`config.mk`:
```
export PLATFORM = sky130hd
export DESIGN_NAME = fp32_sqrt_flat
export DESIGN_NICKNAME = d
export VERILOG_FILES = /design/src/rtl/fp32_pkg.sv /design/src/rtl/fp32_sqrt_if.sv /design/src/rtl/fp32_sqrt_core.sv /design/src/rtl/fp32_sqrt.sv /design/src/flat_wrapper.sv
export SDC_FILE = /design/constraint.sdc
export NUM_CORES = 1
export LEC_CHECK = 0
export CAP_MARGIN = 20
export CELL_PAD_IN_SITES_DETAIL_PLACEMENT = 0
export CELL_PAD_IN_SITES_GLOBAL_PLACEMENT = 2
export CORE_AREA = 2 2 156 196
export DETAILED_ROUTE_END_ITERATION = 16
export DIE_AREA = 0 0 158 198
export PLACE_DENSITY_LB_ADDON = 0.1
export SLEW_MARGIN = 15
export SYNTH_ARGS = -nofsm -noshare
export SYNTH_HDL_FRONTEND = slang
export SYNTH_SLANG_ARGS = --single-unit
```
`constraint.sdc`:
```
create_clock -name clk -period 2.6 [get_ports clk]
set_input_delay 0.78 -clock clk [delete_from_list [all_inputs] [get_ports clk]]
set_output_delay 0.78 -clock clk [all_outputs]
set_load 0.02 [all_outputs]
```
`src/rtl/fp32_pkg.sv`:
```
// rtl/fp32_pkg.sv - shared binary32 constants, state type and helpers for the square-root unit
package fp32_pkg;

    localparam int EXP_BIAS = 127;
    localparam int EXP_W    = 8;
    localparam int FRAC_W   = 23;
    localparam int MANT_W   = 24;
    localparam int ROOT_W   = 25;
    localparam int RAD_W    = 50;
    localparam int REM_W    = 28;
    localparam int ITER_N   = 25;

    localparam logic [31:0] CANON_NAN = 32'h7FC0_0000;
    localparam logic [31:0] POS_INF   = 32'h7F80_0000;

    typedef enum logic [1:0] {
        S_IDLE,
        S_UNPACK,
        S_ITER,
        S_ROUND
    } state_t;

    // Highest set bit wins because the scan runs from LSB upwards.
    function automatic logic [4:0] lzc24(input logic [MANT_W-1:0] v);
        logic [4:0] n;
        n = 5'd24;
        for (int i = 0; i < MANT_W; i++) begin
            if (v[i]) n = 5'(MANT_W - 1 - i);
        end
        return n;
    endfunction

endpackage

```
`src/rtl/fp32_sqrt_if.sv`:
```
// rtl/fp32_sqrt_if.sv - request/result bundle between the FPU issue logic and fp32_sqrt
interface fp32_sqrt_if;
    logic        start;
    logic [31:0] A;
    logic        done;
    logic [31:0] result;
    logic        exception;
    logic        zero_sqrt;

    modport master (output start, A, input done, result, exception, zero_sqrt);
    modport slave  (input start, A, output done, result, exception, zero_sqrt);
endinterface

```
`src/rtl/fp32_sqrt_core.sv`:
```
// rtl/fp32_sqrt_core.sv - restoring integer square root, one root bit per step
module fp32_sqrt_core
    import fp32_pkg::*;
(
    input  logic              clk,
    input  logic              rst_n,
    input  logic              load,
    input  logic              step,
    input  logic [RAD_W-1:0]  radicand,
    output logic [ROOT_W-1:0] q,
    output logic [REM_W-1:0]  rem,
    output logic              busy,
    output logic              last
);

    logic [RAD_W-1:0] rad;
    logic [4:0]       cnt;
    logic [REM_W-1:0] rem_sh;
    logic [REM_W:0]   trial;
    logic             fits;

    // Before each step rem <= 2*q < 2^25, so the two dropped MSBs are always zero.
    assign rem_sh = {rem[REM_W-3:0], rad[RAD_W-1 -: 2]};
    assign trial  = {1'b0, rem_sh} - {{(REM_W - ROOT_W - 1){1'b0}}, q, 2'b01};
    assign fits   = !trial[REM_W];
    assign busy   = (cnt != 5'd0);
    assign last   = (cnt == 5'd1);

    always_ff @(posedge clk) begin
        if (!rst_n) begin
            rad <= '0;
            q   <= '0;
            rem <= '0;
            cnt <= '0;
        end else if (load) begin
            rad <= radicand;
            q   <= '0;
            rem <= '0;
            cnt <= 5'(ITER_N);
        end else if (step && busy) begin
            rad <= {rad[RAD_W-3:0], 2'b00};
            q   <= {q[ROOT_W-2:0], fits};
            rem <= fits ? trial[REM_W-1:0] : rem_sh;
            cnt <= cnt - 5'd1;
        end
    end

endmodule

```
`src/rtl/fp32_sqrt.sv`:
```
// rtl/fp32_sqrt.sv - multi-cycle binary32 square root, RNE; SQRT_SUBNORMAL_EN normalizes subnormal inputs
module fp32_sqrt
    import fp32_pkg::*;
(
    input  logic        clk,
    input  logic        rst_n,
    fp32_sqrt_if.slave  bus
);

    state_t            state;
    logic [31:0]       a_reg;
    logic              second;
    logic              pend_special;
    logic [31:0]       pend_result;
    logic              pend_exc;
    logic              pend_zero;
    logic [EXP_W-1:0]  res_exp;
    logic              done_r;
    logic [31:0]       result_r;
    logic              exc_r;
    logic              zero_r;

    logic              sign;
    logic [EXP_W-1:0]  e_fld;
    logic [FRAC_W-1:0] frac;
    logic              is_nan, is_inf, is_zero, is_sub;
    logic              special_now, spec_exc, spec_zero, sub_path;
    logic [31:0]       spec_result;

    logic signed [9:0] e_src;
    logic [MANT_W-1:0] m_src;
    logic [ROOT_W-1:0] m25;
    logic [EXP_W-1:0]  exp_field;

    logic              core_load, core_busy, core_last;
    logic [ROOT_W-1:0] core_q;
    logic [REM_W-1:0]  core_rem;
    logic              inc;
    logic [31:0]       round_sum;

    assign sign    = a_reg[31];
    assign e_fld   = a_reg[30:23];
    assign frac    = a_reg[22:0];
    assign is_nan  = (e_fld == 8'hFF) && (frac != '0);
    assign is_inf  = (e_fld == 8'hFF) && (frac == '0);
    assign is_zero = (e_fld == 8'h00) && (frac == '0);
    assign is_sub  = (e_fld == 8'h00) && (frac != '0);

    always_comb begin
        special_now = 1'b1;
        spec_result = CANON_NAN;
        spec_exc    = 1'b1;
        spec_zero   = 1'b0;
        if (is_nan) begin
            spec_exc = 1'b1;
        end else if (sign && !is_zero) begin
            spec_exc = 1'b1;
        end else if (is_zero) begin
            spec_result = {sign, 31'd0};
            spec_exc    = 1'b0;
            spec_zero   = 1'b1;
        end else if (is_inf) begin
            spec_result = POS_INF;
            spec_exc    = 1'b0;
`ifndef SQRT_SUBNORMAL_EN
        end else if (is_sub) begin
            spec_result = {sign, 31'd0};
            spec_exc    = 1'b0;
            spec_zero   = 1'b1;
`endif
        end else begin
            special_now = 1'b0;
            spec_exc    = 1'b0;
        end
    end

`ifdef SQRT_SUBNORMAL_EN
    logic signed [9:0] sub_e;
    logic [MANT_W-1:0] sub_m;
    logic [4:0]        lz;

    assign lz       = lzc24({1'b0, frac});
    assign sub_path = is_sub && !sign;
    assign e_src    = second ? sub_e : ($signed({2'b00, e_fld}) - 10'sd127);
    assign m_src    = second ? sub_m : {1'b1, frac};
`else
    assign sub_path = 1'b0;
    assign e_src    = $signed({2'b00, e_fld}) - 10'sd127;
    assign m_src    = {1'b1, frac};
`endif

    // Odd exponent: double the mantissa; floor(e/2) equals (e-1)/2 for odd e.
    assign m25       = e_src[0] ? {m_src, 1'b0} : {1'b0, m_src};
    assign exp_field = 8'((e_src >>> 1) + 10'sd127);

    assign core_load = (state == S_UNPACK) &&
                       (second ? !pend_special : (!special_now && !sub_path));

    fp32_sqrt_core u_core (
        .clk      (clk),
        .rst_n    (rst_n),
        .load     (core_load),
        .step     (state == S_ITER),
        .radicand ({m25, 25'd0}),
        .q        (core_q),
        .rem      (core_rem),
        .busy     (core_busy),
        .last     (core_last)
    );

    // Root MSB is the hidden bit: it adds one to the exponent field, so res_exp is pre-decremented.
    assign inc       = core_q[0] && ((core_rem != '0) || core_q[1]);
    assign round_sum = {1'b0, res_exp - 8'd1, 23'd0} + {8'd0, core_q[ROOT_W-1:1]} + {31'd0, inc};

    always_ff @(posedge clk) begin
        if (!rst_n) begin
            state        <= S_IDLE;
            a_reg        <= '0;
            second       <= 1'b0;
            pend_special <= 1'b0;
            pend_result  <= '0;
            pend_exc     <= 1'b0;
            pend_zero    <= 1'b0;
            res_exp      <= '0;
            done_r       <= 1'b0;
            result_r     <= '0;
            exc_r        <= 1'b0;
            zero_r       <= 1'b0;
`ifdef SQRT_SUBNORMAL_EN
            sub_e        <= '0;
            sub_m        <= '0;
`endif
        end else begin
            done_r <= 1'b0;
            case (state)
                S_IDLE: begin
                    if (bus.start) begin
                        a_reg  <= bus.A;
                        second <= 1'b0;
                        state  <= S_UNPACK;
                    end
                end
                S_UNPACK: begin
                    if (!second) begin
                        if (special_now) begin
                            pend_special <= 1'b1;
                            pend_result  <= spec_result;
                            pend_exc     <= spec_exc;
                            pend_zero    <= spec_zero;
                            second       <= 1'b1;
                        end else if (sub_path) begin
                            pend_special <= 1'b0;
                            second       <= 1'b1;
`ifdef SQRT_SUBNORMAL_EN
                            sub_e        <= -10'sd126 - $signed({5'd0, lz});
                            sub_m        <= {1'b0, frac} << lz;
`endif
                        end else begin
                            res_exp <= exp_field;
                            state   <= S_ITER;
                        end
                    end else if (pend_special) begin
                        done_r   <= 1'b1;
                        result_r <= pend_result;
                        exc_r    <= pend_exc;
                        zero_r   <= pend_zero;
                        state    <= S_IDLE;
                    end else begin
                        res_exp <= exp_field;
                        state   <= S_ITER;
                    end
                end
                S_ITER: begin
                    if (core_last) state <= S_ROUND;
                end
                S_ROUND: begin
                    done_r   <= 1'b1;
                    result_r <= round_sum;
                    exc_r    <= 1'b0;
                    zero_r   <= 1'b0;
                    state    <= S_IDLE;
                end
                default: state <= S_IDLE;
            endcase
        end
    end

    assign bus.done      = done_r;
    assign bus.result    = result_r;
    assign bus.exception = exc_r;
    assign bus.zero_sqrt = zero_r;

endmodule

```
`src/flat_wrapper.sv`:
```
// flat-port wrapper written by rule: the top's interface ports become plain ports
module fp32_sqrt_flat import fp32_pkg::*;
  (clk, rst_n, bus_start, bus_A, bus_done, bus_result, bus_exception, bus_zero_sqrt);
  fp32_sqrt_if bus_i ();
  input  logic clk;
  input  logic rst_n;
  input wire logic [$bits(bus_i.start)-1:0] bus_start;
  input wire logic [$bits(bus_i.A)-1:0] bus_A;
  output wire logic [$bits(bus_i.done)-1:0] bus_done;
  output wire logic [$bits(bus_i.result)-1:0] bus_result;
  output wire logic [$bits(bus_i.exception)-1:0] bus_exception;
  output wire logic [$bits(bus_i.zero_sqrt)-1:0] bus_zero_sqrt;
  assign bus_i.start = bus_start;
  assign bus_i.A = bus_A;
  assign bus_done = bus_i.done;
  assign bus_result = bus_i.result;
  assign bus_exception = bus_i.exception;
  assign bus_zero_sqrt = bus_i.zero_sqrt;
  fp32_sqrt u_core (.clk(clk), .rst_n(rst_n), .bus(bus_i));
endmodule
```
Yosys cells after proc, flatten, opt, wreduce, memory -nomap -nowiden
Cells that the tools add are included.

storage, ports and cells
  output and inout port bits = 35
  flip-flop bits (word level) = 196
  bits of input ports = 35
  word-level logic and storage cells = 115

cells by class
  reduce and logical (&&, ||, !) cells = 29
  bitwise gates (word level) = 2
  add/subtract/negate cells = 7
  eq/ne operators = 12
  muxes and demuxes = 48

operators by type and width
  cell                   number
  $mux W32               7
  $mux W50               2
  $pmux W32 S2           1
  $add A31 B24 Y32       1
  $add A32 B1 Y32        1
  $sub A28 B27 Y29       1
  $mux W28               1
  $reduce_bool A28 Y1    1
  $mux W25               1
  $mux W8                3
  $logic_not A23 Y1      1
  $reduce_bool A23 Y1    1
  $mux W1                21
  $reduce_and A3 Y1      4
  $mux W2                5
  $mux W5                2
  $sub A8 B7 Y9 const B  1
  $add A8 B8 Y8 const B  1
  $eq A8 B8 Y1 const B   1
  $logic_and A1 B1 Y1    8
  $logic_not A8 Y1       1
  $ne A2 B1 Y1 const B   4
  $pmux W1 S2            4
  $pmux W2 S4            1
  other kinds (15)       24

Logic depth before layout (Yosys ltp)
  word-level depth = 11
  depth in mapped cells = 14

Cells and area by module
Synthesis repeated with hierarchy kept, for this count alone.

second synthesis, totals
  cells, all modules = 1394
  area total of the unflattened synthesis = 10880.4 um^2

by module, submodules not included
  module          instances  sequential area each (um^2)  cells each  area each (um^2)
  fp32_sqrt_core  1          2162.1                       836         6168.4
  fp32_sqrt       1          1681.6                       558         4712.0

Worst setup path before layout
No wires, ideal clock.

  kind = register -> register
  from = register u_core.u_core.q[2]
  to = register u_core.u_core.rem[25]
  library setup time = 0.128 ns
  slack = -0.214 ns
  buffers on the path = 0
  data arrival time = 2.686 ns
  stages on the path, launching flop included = 12
  period minus slack after synthesis = 2.814 ns
  path through = dfxtp_1 -> inv_1 -> ha_1 -> or3_4 -> o221a_4 -> a211o_1 -> o2111ai_2 -> o22ai_1 -> o41a_1 -> or3_1 -> a31oi_1 -> o31ai_1

between the ends
  cells in the longest elaborated chain, start to end = 2

ends and longest elaborated chain
  element                 RTL line              source
  from (decl)             fp32_sqrt_core.sv:10  output logic [ROOT_W-1:0] q,
  from (signal assigned)  fp32_sqrt_core.sv:42  q <= {q[ROOT_W-2:0], fits};
  $sub A28 B27 Y29        fp32_sqrt_core.sv:24  assign trial = {1'b0, rem_sh} - {{(REM_W - ROOT_W - 1){1'b0}}, q, 2'b01};
  $mux W28                fp32_sqrt_core.sv:43  rem <= fits ? trial[REM_W-1:0] : rem_sh;
  to (signal assigned)    fp32_sqrt_core.sv:43
  to (decl)               fp32_sqrt_core.sv:11  output logic [REM_W-1:0] rem,

Every way passes these cells.
A chain may end at the register's enable or synchronous reset.

Final worst setup path
  from = register u_core.u_core.q[1]
  to = register u_core.u_core.rem[25]

Same word-level chain as after synthesis.

==> flow_metrics.tcl <==
set metrics [dict create \
    outcome "complete, but fails checks" \
    violations "negative setup slack" \
    syn_inst 1199 \
    die_w_um 158 \
    maxSlewHeadroom 0.303 \
    dpl.hpwl_um 19700 \
    grt_overflow 0 \
    synth.most_common_cell "nand2_1" \
    nNetsFinal 1403 \
    max_stage_delay_ps 390 \
    die_area_mm2 0.0313 \
    worst_slew_pin_slew_ps 1040 \
    routabilityCongestion 0.811 \
    end_kind "flip-flop" \
    maxSlewViolCount 0 \
    hold_violations 0 \
    p_switching_mw 3.15 \
    grt_usage 0.181 \
    ctsLongestPathBuffers 2 \
    setup_slack_ps -201 \
    leakage_nw 4.38 \
    h-tree-depth 4 \
    switching_share 0.340 \
    synth_commonest_cells "nand2_1 (239), dfxtp_1 (167), a21oi_1 (145)" \
    cts_root_buf "clkbuf_16" \
    synth_area_leaders "dfxtp_1 (37%), nand2_1 (9.9%), a21oi_1 (8.0%), ha_1 (4.8%), xnor2_1 (4.7%)" \
    p_comb_frac 0.392 \
    clk_pin_slew_ps 70 \
    syn_area_mm2 0.00904 \
    finClkSkew_ps 10.6 \
    vias_per_cell 4.91 \
    grt_pass1_vias 8521 \
    rsz0062_at_grt "true" \
    grt_pass1_wl_um 44500 \
    p_per_area_mw_per_mm2 778 \
    cts-hold-fix-buffers 0 \
    cts_tree "done" \
    core_area_mm2 0.0297 \
    syn_nets 1269 \
    ys.flop_type "dfxtp_1" \
    dr.pass1.iters 4 \
    die_y_um 198 \
    io_buffers 69 \
    cp_cell_sequence "inv_2 -> ha_4 -> or3_4 -> o221a_4 -> a211o_1 -> o2111ai_2 -> o22ai_2 -> o41a_1 -> or3_1 -> a31oi_1 -> o31ai_1" \
    synth_seq_cells 167 \
    hold_ws_ps 459 \
    crit_buf_inv 1 \
    antenna_found_initial 0 \
    clockPowerShare 0.297 \
    worstSkewPairLatency_ps 430 \
    fillers 3213 \
    syn_to_final_growth_pct 32.1 \
    crit_required_ps 2920 \
    finalSetupViolations 4 \
    route.vias.total 8571 \
    peakVddDrop_mv 0.400 \
    min_period_over_period 1.08 \
    syn_avg_cell_area_um2 7.54 \
    holdCritPathClass "reg2reg" \
    numCtsBuffers 17 \
    synthArstFlopShare 0 \
    rows 71 \
    period_minus_slack_ps 2800 \
    crit_family "compound AO/OA/AOI/OAI gates" \
    p_seq_frac 0.311 \
    drv_cap 0 \
    cp.depth 11 \
    drc 0 \
    start_kind "flip-flop" \
    internal-power_mw 6.13 \
    ys_warn_count 0 \
    synth_top_area_frac 0.370 \
    cp_max_fo 3 \
    crit_slowest_cell "or3_4" \
    drive_gt1_frac 0.167 \
    antenna_left 0 \
    synth_edf_count 0 \
    synth_cell_types 59 \
    cp.arrival_ps 3120 \
    start_util 0.305 \
    io_pins 70 \
    grt_start_max_net_pins 74 \
    max_freq_mhz 357 \
    drtIter0Drc 369 \
    n_antenna_cell 0 \
    clock-sinks 167 \
    yosysSeqAreaShare 0.370 \
    drt-total-wl_um 27700 \
    synth_largest_area_cell "dfxtp_1" \
    wire_per_inst_um 15.9 \
    p_total_mw 9.29 \
    crit_type "reg2reg" \
    ff2ff_path_depth 11 \
    min_delay_path_depth 2 \
]
per-stage QoR:
step           setup slack [ps]  cell area [µm²]  setup TNS, ps  std cells  utilization
6_report                   -201            11900           -243       1747        0.402
4_1_cts                    -169            11600           -169       1736        0.390
5_1_grt                    -261            11900           -948       1747        0.402
3_3_place_gp               -210            10900           -528       1703        0.368
3_5_place_dp               -268            10900          -1010       1703        0.368
2_1_floorplan              -148             9070           -148       1199            -
worst reg2reg max path: stages (launching register included):
cell	delay, ps
dfxtp_2	340
inv_2	50
ha_4	160
or3_4	390
o221a_4	230
a211o_1	310
o2111ai_2	240
o22ai_2	110
o41a_1	350
or3_1	320
a31oi_1	140
o31ai_1	80
power by group through the flow:
stage          combinational, mW  sequential (mW)  clock (mW)
2_1_floorplan               2.09             2.89           0
3_3_place_gp                3.08             2.94           0
3_5_place_dp                3.08             2.94           0
4_1_cts                     3.16             2.88        2.86
5_1_grt                     4.00             2.91        2.95
6_report                    3.64             2.88        2.76
cell usage in the layout (no fill, tap or decap), drive strengths merged, types with 5 or more instances in the layout:
cell type and instances:
xnor2 49, nor4 17, nor3 16, o21ai 61, ha 35, a211oi 27
nand3 35, nand2 239, nor2 86, a21o 8, mux2i 10, nand4 10
nand2b 10, or3 5, clkbuf 22, buf 124, a22oi 15, clkdlybuf4s50 69
a311oi 23, a21oi 145, xor2 17, a221oi 5, dfxtp 167, inv 47
and3 5, nor2b 28, a31oi 8, o21a 11
area by class of cell:
class	instances	area, µm²	area share
flip-flops and latches	167	3350	0.281
repair buffers	195	1770	0.149
clock inverters	12	164	0.0137
well taps	401	502	0.0420
clock buffers	20	467	0.0391
inverters	45	170	0.0143
multi-input cells	907	5510	0.462
repair_timing:
action,in CTS,in global routing
gates resized for setup,9,51
setup buffers,1,9
pin swaps,10,17
endpoints found under the setup margin,23,38
cloned,0,3
metal layers:
metal,vias up,part of all wire,global-route usage
met3,17,0.018,0.0278
met4,0,0.013,0.0484
met1,4023,0.43,0.210
met2,81,0.53,0.340
met5,-,0,0
li1,4450,-,-
kinds of logic (layout without fill, tap and decap cells):
| group | after synthesis | count (layout) | synth area share |
|---|---|---|---|
| muxes | 10 | 10 | 0.0111 |
| AOI/OAI and AO/OA | 332 | 332 | 0.227 |
| adders and majority gates | 35 | 35 | 0.0484 |
| DFF | 167 | 167 | 0.370 |
| buffers and inverters | 125 | 272 | 0.0526 |
| xor gates and xnor gates | 66 | 66 | 0.0639 |
| and+or+nand+nor | 464 | 464 | 0.228 |
worst paths after layout:
kind,start,end,slack [ps]
setup / recovery,u_core.u_core.q[1],u_core.u_core.rem[25],-200
hold / removal,u_core.bus.result[0],u_core.bus.result[0],460
hold reg to reg,u_core.bus.result[0],u_core.bus.result[0],460
setup reg to reg,u_core.u_core.q[1],u_core.u_core.rem[25],-200
Power figures use the tool's default switching activity.
